File: src/rtl/ip_sequencer_if.sv
// Fetch/issue bus between the instruction sequencer and its memory, consumer and IP datapath.
interface ip_sequencer_if #(
  parameter int WORD_SIZE = 16
);
  logic                 mem_req;
  logic                 mem_ack;
  logic [WORD_SIZE-1:0] mem_rdata;
  logic [WORD_SIZE-1:0] instr;
  logic                 instr_valid;
  logic                 instr_ready;
  logic                 branch_en;
  logic [WORD_SIZE-1:0] branch_off;
  logic                 halt;
  logic [WORD_SIZE-1:0] adj;
  logic [WORD_SIZE-1:0] retired;
  logic                 halted;
  logic                 fault;

  modport master (
    output mem_req, instr, instr_valid, adj, retired, halted, fault,
    input  mem_ack, mem_rdata, instr_ready, branch_en, branch_off, halt
  );

  modport slave (
    input  mem_req, instr, instr_valid, adj, retired, halted, fault,
    output mem_ack, mem_rdata, instr_ready, branch_en, branch_off, halt
  );
endinterface

File: src/rtl/ip_sequencer.sv
// Fetch -> issue -> advance sequencer; emits a one-cycle signed IP adjustment per accepted
// instruction and halts on request or on a memory fetch timeout.
module ip_sequencer #(
  parameter int WORD_SIZE = 16,
  parameter int STEP      = 1,
  parameter int TIMEOUT   = 8
) (
  input  logic           update_clk,
  input  logic           reset_clk,
  ip_sequencer_if.master bus
);
  typedef enum logic [1:0] {FETCH, ISSUE, ADVANCE, HALTED} state_t;

  localparam logic [WORD_SIZE-1:0] STEP_W = WORD_SIZE'(STEP);
  localparam logic [WORD_SIZE-1:0] T_LAST = WORD_SIZE'(TIMEOUT - 1);

  state_t               state, state_nxt;
  logic [WORD_SIZE-1:0] instr_q, adj_q, retired_q, tcnt_q;
  logic                 fault_q;
  logic                 fetch_ack, fetch_tmo, accept;

  assign fetch_ack = (state == FETCH) && bus.mem_ack;
  // tcnt_q holds the number of prior ack-less cycles, so the TIMEOUT-th cycle sees TIMEOUT-1
  assign fetch_tmo = (state == FETCH) && !bus.mem_ack && (tcnt_q == T_LAST);
  assign accept    = (state == ISSUE) && bus.instr_ready;

  always_ff @(posedge update_clk or posedge reset_clk) begin
    if (reset_clk) state <= FETCH;
    else           state <= state_nxt;
  end

  always_comb begin
    state_nxt = state;
    case (state)
      FETCH: begin
        if (fetch_ack)      state_nxt = ISSUE;
        else if (fetch_tmo) state_nxt = HALTED;
      end
      ISSUE: begin
        if (accept) state_nxt = bus.halt ? HALTED : ADVANCE;
      end
      ADVANCE: state_nxt = FETCH;
      HALTED:  state_nxt = HALTED;
      default: state_nxt = FETCH;
    endcase
  end

  always_ff @(posedge update_clk or posedge reset_clk) begin
    if (reset_clk) begin
      instr_q   <= '0;
      adj_q     <= '0;
      retired_q <= '0;
      tcnt_q    <= '0;
      fault_q   <= 1'b0;
    end else begin
      if (fetch_ack) instr_q <= bus.mem_rdata;
      if (accept)    retired_q <= retired_q + WORD_SIZE'(1);
      // adj is live only during ADVANCE; halt wins over branch and leaves it at zero
      if (accept && !bus.halt) adj_q <= bus.branch_en ? bus.branch_off : STEP_W;
      else                     adj_q <= '0;
      if (state != FETCH)    tcnt_q <= '0;
      else if (!bus.mem_ack) tcnt_q <= tcnt_q + WORD_SIZE'(1);
      if (fetch_tmo) fault_q <= 1'b1;
    end
  end

  assign bus.mem_req     = (state == FETCH);
  assign bus.instr_valid = (state == ISSUE);
  assign bus.halted      = (state == HALTED);
  assign bus.instr       = instr_q;
  assign bus.adj         = adj_q;
  assign bus.retired     = retired_q;
  assign bus.fault       = fault_q;

  a_adj_only_advance: assert property (@(posedge update_clk) disable iff (reset_clk)
    (state != ADVANCE) |-> (adj_q == '0));
  a_halted_terminal: assert property (@(posedge update_clk) disable iff (reset_clk)
    (state == HALTED) |=> (state == HALTED));
endmodule

File: src/flat_wrapper.sv
// flat-port wrapper written by rule: the top's interface ports become plain ports
module ip_sequencer_flat 
#(
  parameter int WORD_SIZE = 16,
  parameter int STEP      = 1,
  parameter int TIMEOUT   = 8
)
  (update_clk, reset_clk, bus_mem_req, bus_instr, bus_instr_valid, bus_adj, bus_retired, bus_halted, bus_fault, bus_mem_ack, bus_mem_rdata, bus_instr_ready, bus_branch_en, bus_branch_off, bus_halt);
  ip_sequencer_if #(.WORD_SIZE(WORD_SIZE)) bus_i ();
  input  logic update_clk;
  input  logic reset_clk;
  output wire logic [$bits(bus_i.mem_req)-1:0] bus_mem_req;
  output wire logic [$bits(bus_i.instr)-1:0] bus_instr;
  output wire logic [$bits(bus_i.instr_valid)-1:0] bus_instr_valid;
  output wire logic [$bits(bus_i.adj)-1:0] bus_adj;
  output wire logic [$bits(bus_i.retired)-1:0] bus_retired;
  output wire logic [$bits(bus_i.halted)-1:0] bus_halted;
  output wire logic [$bits(bus_i.fault)-1:0] bus_fault;
  input wire logic [$bits(bus_i.mem_ack)-1:0] bus_mem_ack;
  input wire logic [$bits(bus_i.mem_rdata)-1:0] bus_mem_rdata;
  input wire logic [$bits(bus_i.instr_ready)-1:0] bus_instr_ready;
  input wire logic [$bits(bus_i.branch_en)-1:0] bus_branch_en;
  input wire logic [$bits(bus_i.branch_off)-1:0] bus_branch_off;
  input wire logic [$bits(bus_i.halt)-1:0] bus_halt;
  assign bus_mem_req = bus_i.mem_req;
  assign bus_instr = bus_i.instr;
  assign bus_instr_valid = bus_i.instr_valid;
  assign bus_adj = bus_i.adj;
  assign bus_retired = bus_i.retired;
  assign bus_halted = bus_i.halted;
  assign bus_fault = bus_i.fault;
  assign bus_i.mem_ack = bus_mem_ack;
  assign bus_i.mem_rdata = bus_mem_rdata;
  assign bus_i.instr_ready = bus_instr_ready;
  assign bus_i.branch_en = bus_branch_en;
  assign bus_i.branch_off = bus_branch_off;
  assign bus_i.halt = bus_halt;
  ip_sequencer #(.WORD_SIZE(WORD_SIZE), .STEP(STEP), .TIMEOUT(TIMEOUT)) u_core (.update_clk(update_clk), .reset_clk(reset_clk), .bus(bus_i));
endmodule
File: config.mk
export PLATFORM = sky130hd
export DESIGN_NAME = ip_sequencer_flat
export DESIGN_NICKNAME = d
export VERILOG_FILES = /design/src/rtl/ip_sequencer_if.sv /design/src/rtl/ip_sequencer.sv /design/src/flat_wrapper.sv
export SDC_FILE = /design/constraint.sdc
export NUM_CORES = 1
export LEC_CHECK = 0
export ABC_AREA = 1
export CORE_ASPECT_RATIO = 0.6
export CORE_MARGIN = 4
export CORE_UTILIZATION = 43
export CTS_BUF_LIST = sky130_fd_sc_hd__clkbuf_16
export DETAILED_ROUTE_END_ITERATION = 8
export GPL_TIMING_DRIVEN = 0
export PLACE_DENSITY = 0.74
export SYNTH_ARGS = -nofsm -noshare
export SYNTH_HDL_FRONTEND = slang
export SYNTH_SLANG_ARGS = --single-unit
export TNS_END_PERCENT = 30
File: constraint.sdc
create_clock -name update_clk -period 1.89 [get_ports update_clk]
set_input_delay 0.189 -clock update_clk [delete_from_list [all_inputs] [get_ports update_clk]]
set_output_delay 0.189 -clock update_clk [all_outputs]
set_load 0.01 [all_outputs]
==> results.cfg <==
[worst_setup_path]
cp-startpoint = u_core.state[0]
crit_buf_inv = 2
critical_path_depth = 3
required_ns = 1.70
endpoint = bus_instr_valid
cp-start-kind = flop
cp.arrival_ns = 1.51
cp_slowest_cell = clkdlybuf4s50_1
crit_type = reg -> out
r2r_slack_ns = 0.41
crit_chain = inv_2 > nor2_4 > clkdlybuf4s50_1
rr_worst_depth = 6
timing.rr.end = u_core.bus.instr[2]
crit_family = buffers and inverters
slowest_delay_ns = 0.55
endpoint_kind = primary output
worst-path-max-fanout = 5
rr_startpoint = u_core.state[0]

[clocking]
cts_buffer_depth = 2
htreeDepth = 3
clk_pin_slew_ns = 0.05
cts_tree = done
cts_buffers = 9
hold_buffers = 0
cts_sinks = 67
clkLatencyLatePin_ns = 0.34
root_buffer = clkbuf_16

[cells_and_area]
area_delta_synth_final_pct = 39.7
nets = 498
diodes = 0
drive_above_1_share = 0.151
final_util = 0.622
finalInstanceArea_um2 = 4550

[yosys]
synthCells = 361
yosysMostFrequentCell = nand2_1
yosysWarnings = 0
yosys.area.top_type = dfrtp_1
synthFlopType = dfrtp_1
synth.distinct_cells = 31
synth_common_cells = 95 x nand2_1, 67 x dfrtp_1, 41 x nor2_1
synthArstFlopShare = 1.00
syn_nets = 401
synth_edf_count = 0
ys_ff_latch = 67
synth.top_cell.area_share = 0.514
ys_seq_area_frac = 0.514
syn-cell-area_um2 = 3260
synth_area_leaders = dfrtp_1 51%, nand2_1 11%, nor2_1 4.7%
syn_area_per_cell_um2 = 9.03

[route]
routed_via_density = 4.77
vias = 2703
wire_per_inst_um = 13.4
drt-total-wl_mm = 7.62
ant_nets = 0
route.detailed.drc = 0
dr.pass1.iters = 5
drtIter0Drc = 117

[floorplanning]
dieWidth_um = 120
ios = 90
initial_core_util = 0.445
die_area_um2 = 9080
die_h_um = 75.4
core_um2 = 7330
rows = 24

[power]
p_per_area_nw_per_um2 = 1160
power.static_leakage_nw = 2.13
netSwitchingFraction = 0.306
vdd_drop_max_v = 0.00103
power_frac_seq = 0.366
power.switching_w = 0.00162
p_int_w = 0.00367
clock_power_share = 0.310
power_frac_comb = 0.323

[job]
max_cap_viol_count = 0

[worst_hold_path]
hp-class = in -> reg

[sta]
final-hold-violation-count = 0
setup_viol = 0
fin_crit_sh = 0.898
tightest_slew_ns = 0.819
finClkSkew_ns = 0.00974
rsz0062_at_grt = no
slew_violations = 0
hold_ws_ns = 0.180
finalCriticalPeriod_ns = 1.70
fmax_ghz = 0.589
maxSlewHeadroom = 0.454
fin_setup_tns_ns = 0

[global_routing]
grt_pass1_wl_mm = 12.3
grt_antenna_before_repair = 0
grt_max_degree = 68
grt_usage = 0.178
grt_pass1_vias = 2650
grt_overflow_total = 0

[placement]
dpl.hpwl_mm = 5.61
dpl_cell_area_um2 = 4260
place.gp.congestion = 0.838
port-buffer-count = 87

[run_status]
status = completed
metrics by stage:
stage	setup slack, ns	instances	power (W)
3_5_place_dp	0.161	552	0.00370
5_1_grt	0.123	567	0.00558
2_1_floorplan	0.0178	361	0.00287
3_3_place_gp	-1.18	552	0.00365
4_1_cts	0.00566	567	0.00537
6_report	0.193	567	0.00529
layout by cell type (no fill, tap or decap), types with 2 or more instances in the layout:
cell type and instances:
o21bai_1 2, clkdlybuf4s50_1 86, nor2_2 15, mux2_4 8, nor3_1 9, xor2_1 5, inv_2 4, nor2_4 4
inv_6 3, mux2_2 8, nand2_2 2, clkbuf_1 2, nand4_1 6, dfrtp_1 67, nand2_4 4, buf_6 2
nor2_1 41, a21oi_1 8, ha_1 2, clkinv_2 2, inv_1 38, o21ai_0 12, nand2_1 95, clkbuf_16 9
xnor2_1 4, nand3_1 13
power groups by stage:
stage               combinational, W  sequential [W]  clock, W
finish                       0.00171         0.00194   0.00164
global route                 0.00186         0.00198   0.00174
CTS                          0.00174         0.00194   0.00169
detailed placement           0.00175         0.00195         0
global placement             0.00171         0.00194         0
floorplan                   0.000828         0.00204         0
kinds of logic after synthesis:
family	count (synthesis)	synth area share
xor gates and xnor gates	9	0.0242
and+or+nand+nor	194	0.282
AOI/OAI and AO/OA	23	0.0380
muxes	16	0.0645
DFF	67	0.514
adders and majority gates	2	0.00768
buffers and inverters	50	0.0691
timing repair:
item,CTS,global route
resized for setup,0,1
pin swaps,0,0
endpoints found under the setup margin,1,1
setup buffers,0,0
worst min-delay path, stage by stage:
cell and delay [ns]:
buf_6 0.14, nand3_1 0.09, nand2_1 0.05
state kept, by name, summed over array words and instances, names as in the netlist:
name,cells
u_core.bus.adj,16
u_core.bus.fault,1
u_core.bus.instr,16
u_core.bus.retired,16
u_core.state,2
u_core.tcnt_q,16
area by class of cell:
cell class	instances	area (µm²)
fillers	631	2770
flip-flops and latches	67	1680
multi-input cells	244	1360
repair buffers	87	873
clock buffers	9	225
inverters	44	178
well taps	104	130
clock inverters	7	68.8
plain buffers	5	45.0
routing by layer:
| metal | up-vias | routed length, µm | global-route usage | share of wire |
|---|---|---|---|---|
| met5 | - | 0 | 0 | 0 |
| met4 | 0 | 131 | 0.0716 | 0.017 |
| met3 | 14 | 812 | 0.0972 | 0.11 |
| met2 | 96 | 3230 | 0.260 | 0.42 |
| met1 | 1263 | 3440 | 0.224 | 0.45 |
| li1 | 1330 | - | - | - |
how the worst min path moves through the flow:
| stage | start | endpoint | slack (ns) | cells past startpoint |
|---|---|---|---|---|
| global placement | u_core.bus.fault | u_core.bus.fault | 0.46 | 1 |
| detailed placement | u_core.bus.fault | u_core.bus.fault | 0.48 | 1 |
| finish | bus_mem_ack | u_core.tcnt_q[1] | 0.18 | 3 |
| global route | bus_mem_ack | u_core.tcnt_q[1] | 0.20 | 3 |
| CTS | bus_mem_ack | u_core.tcnt_q[1] | 0.17 | 3 |
| floorplan | bus_branch_off[15] | u_core.bus.adj[15] | 0.31 | 2 |
No activity file was read; power rests on OpenSTA's default activity.
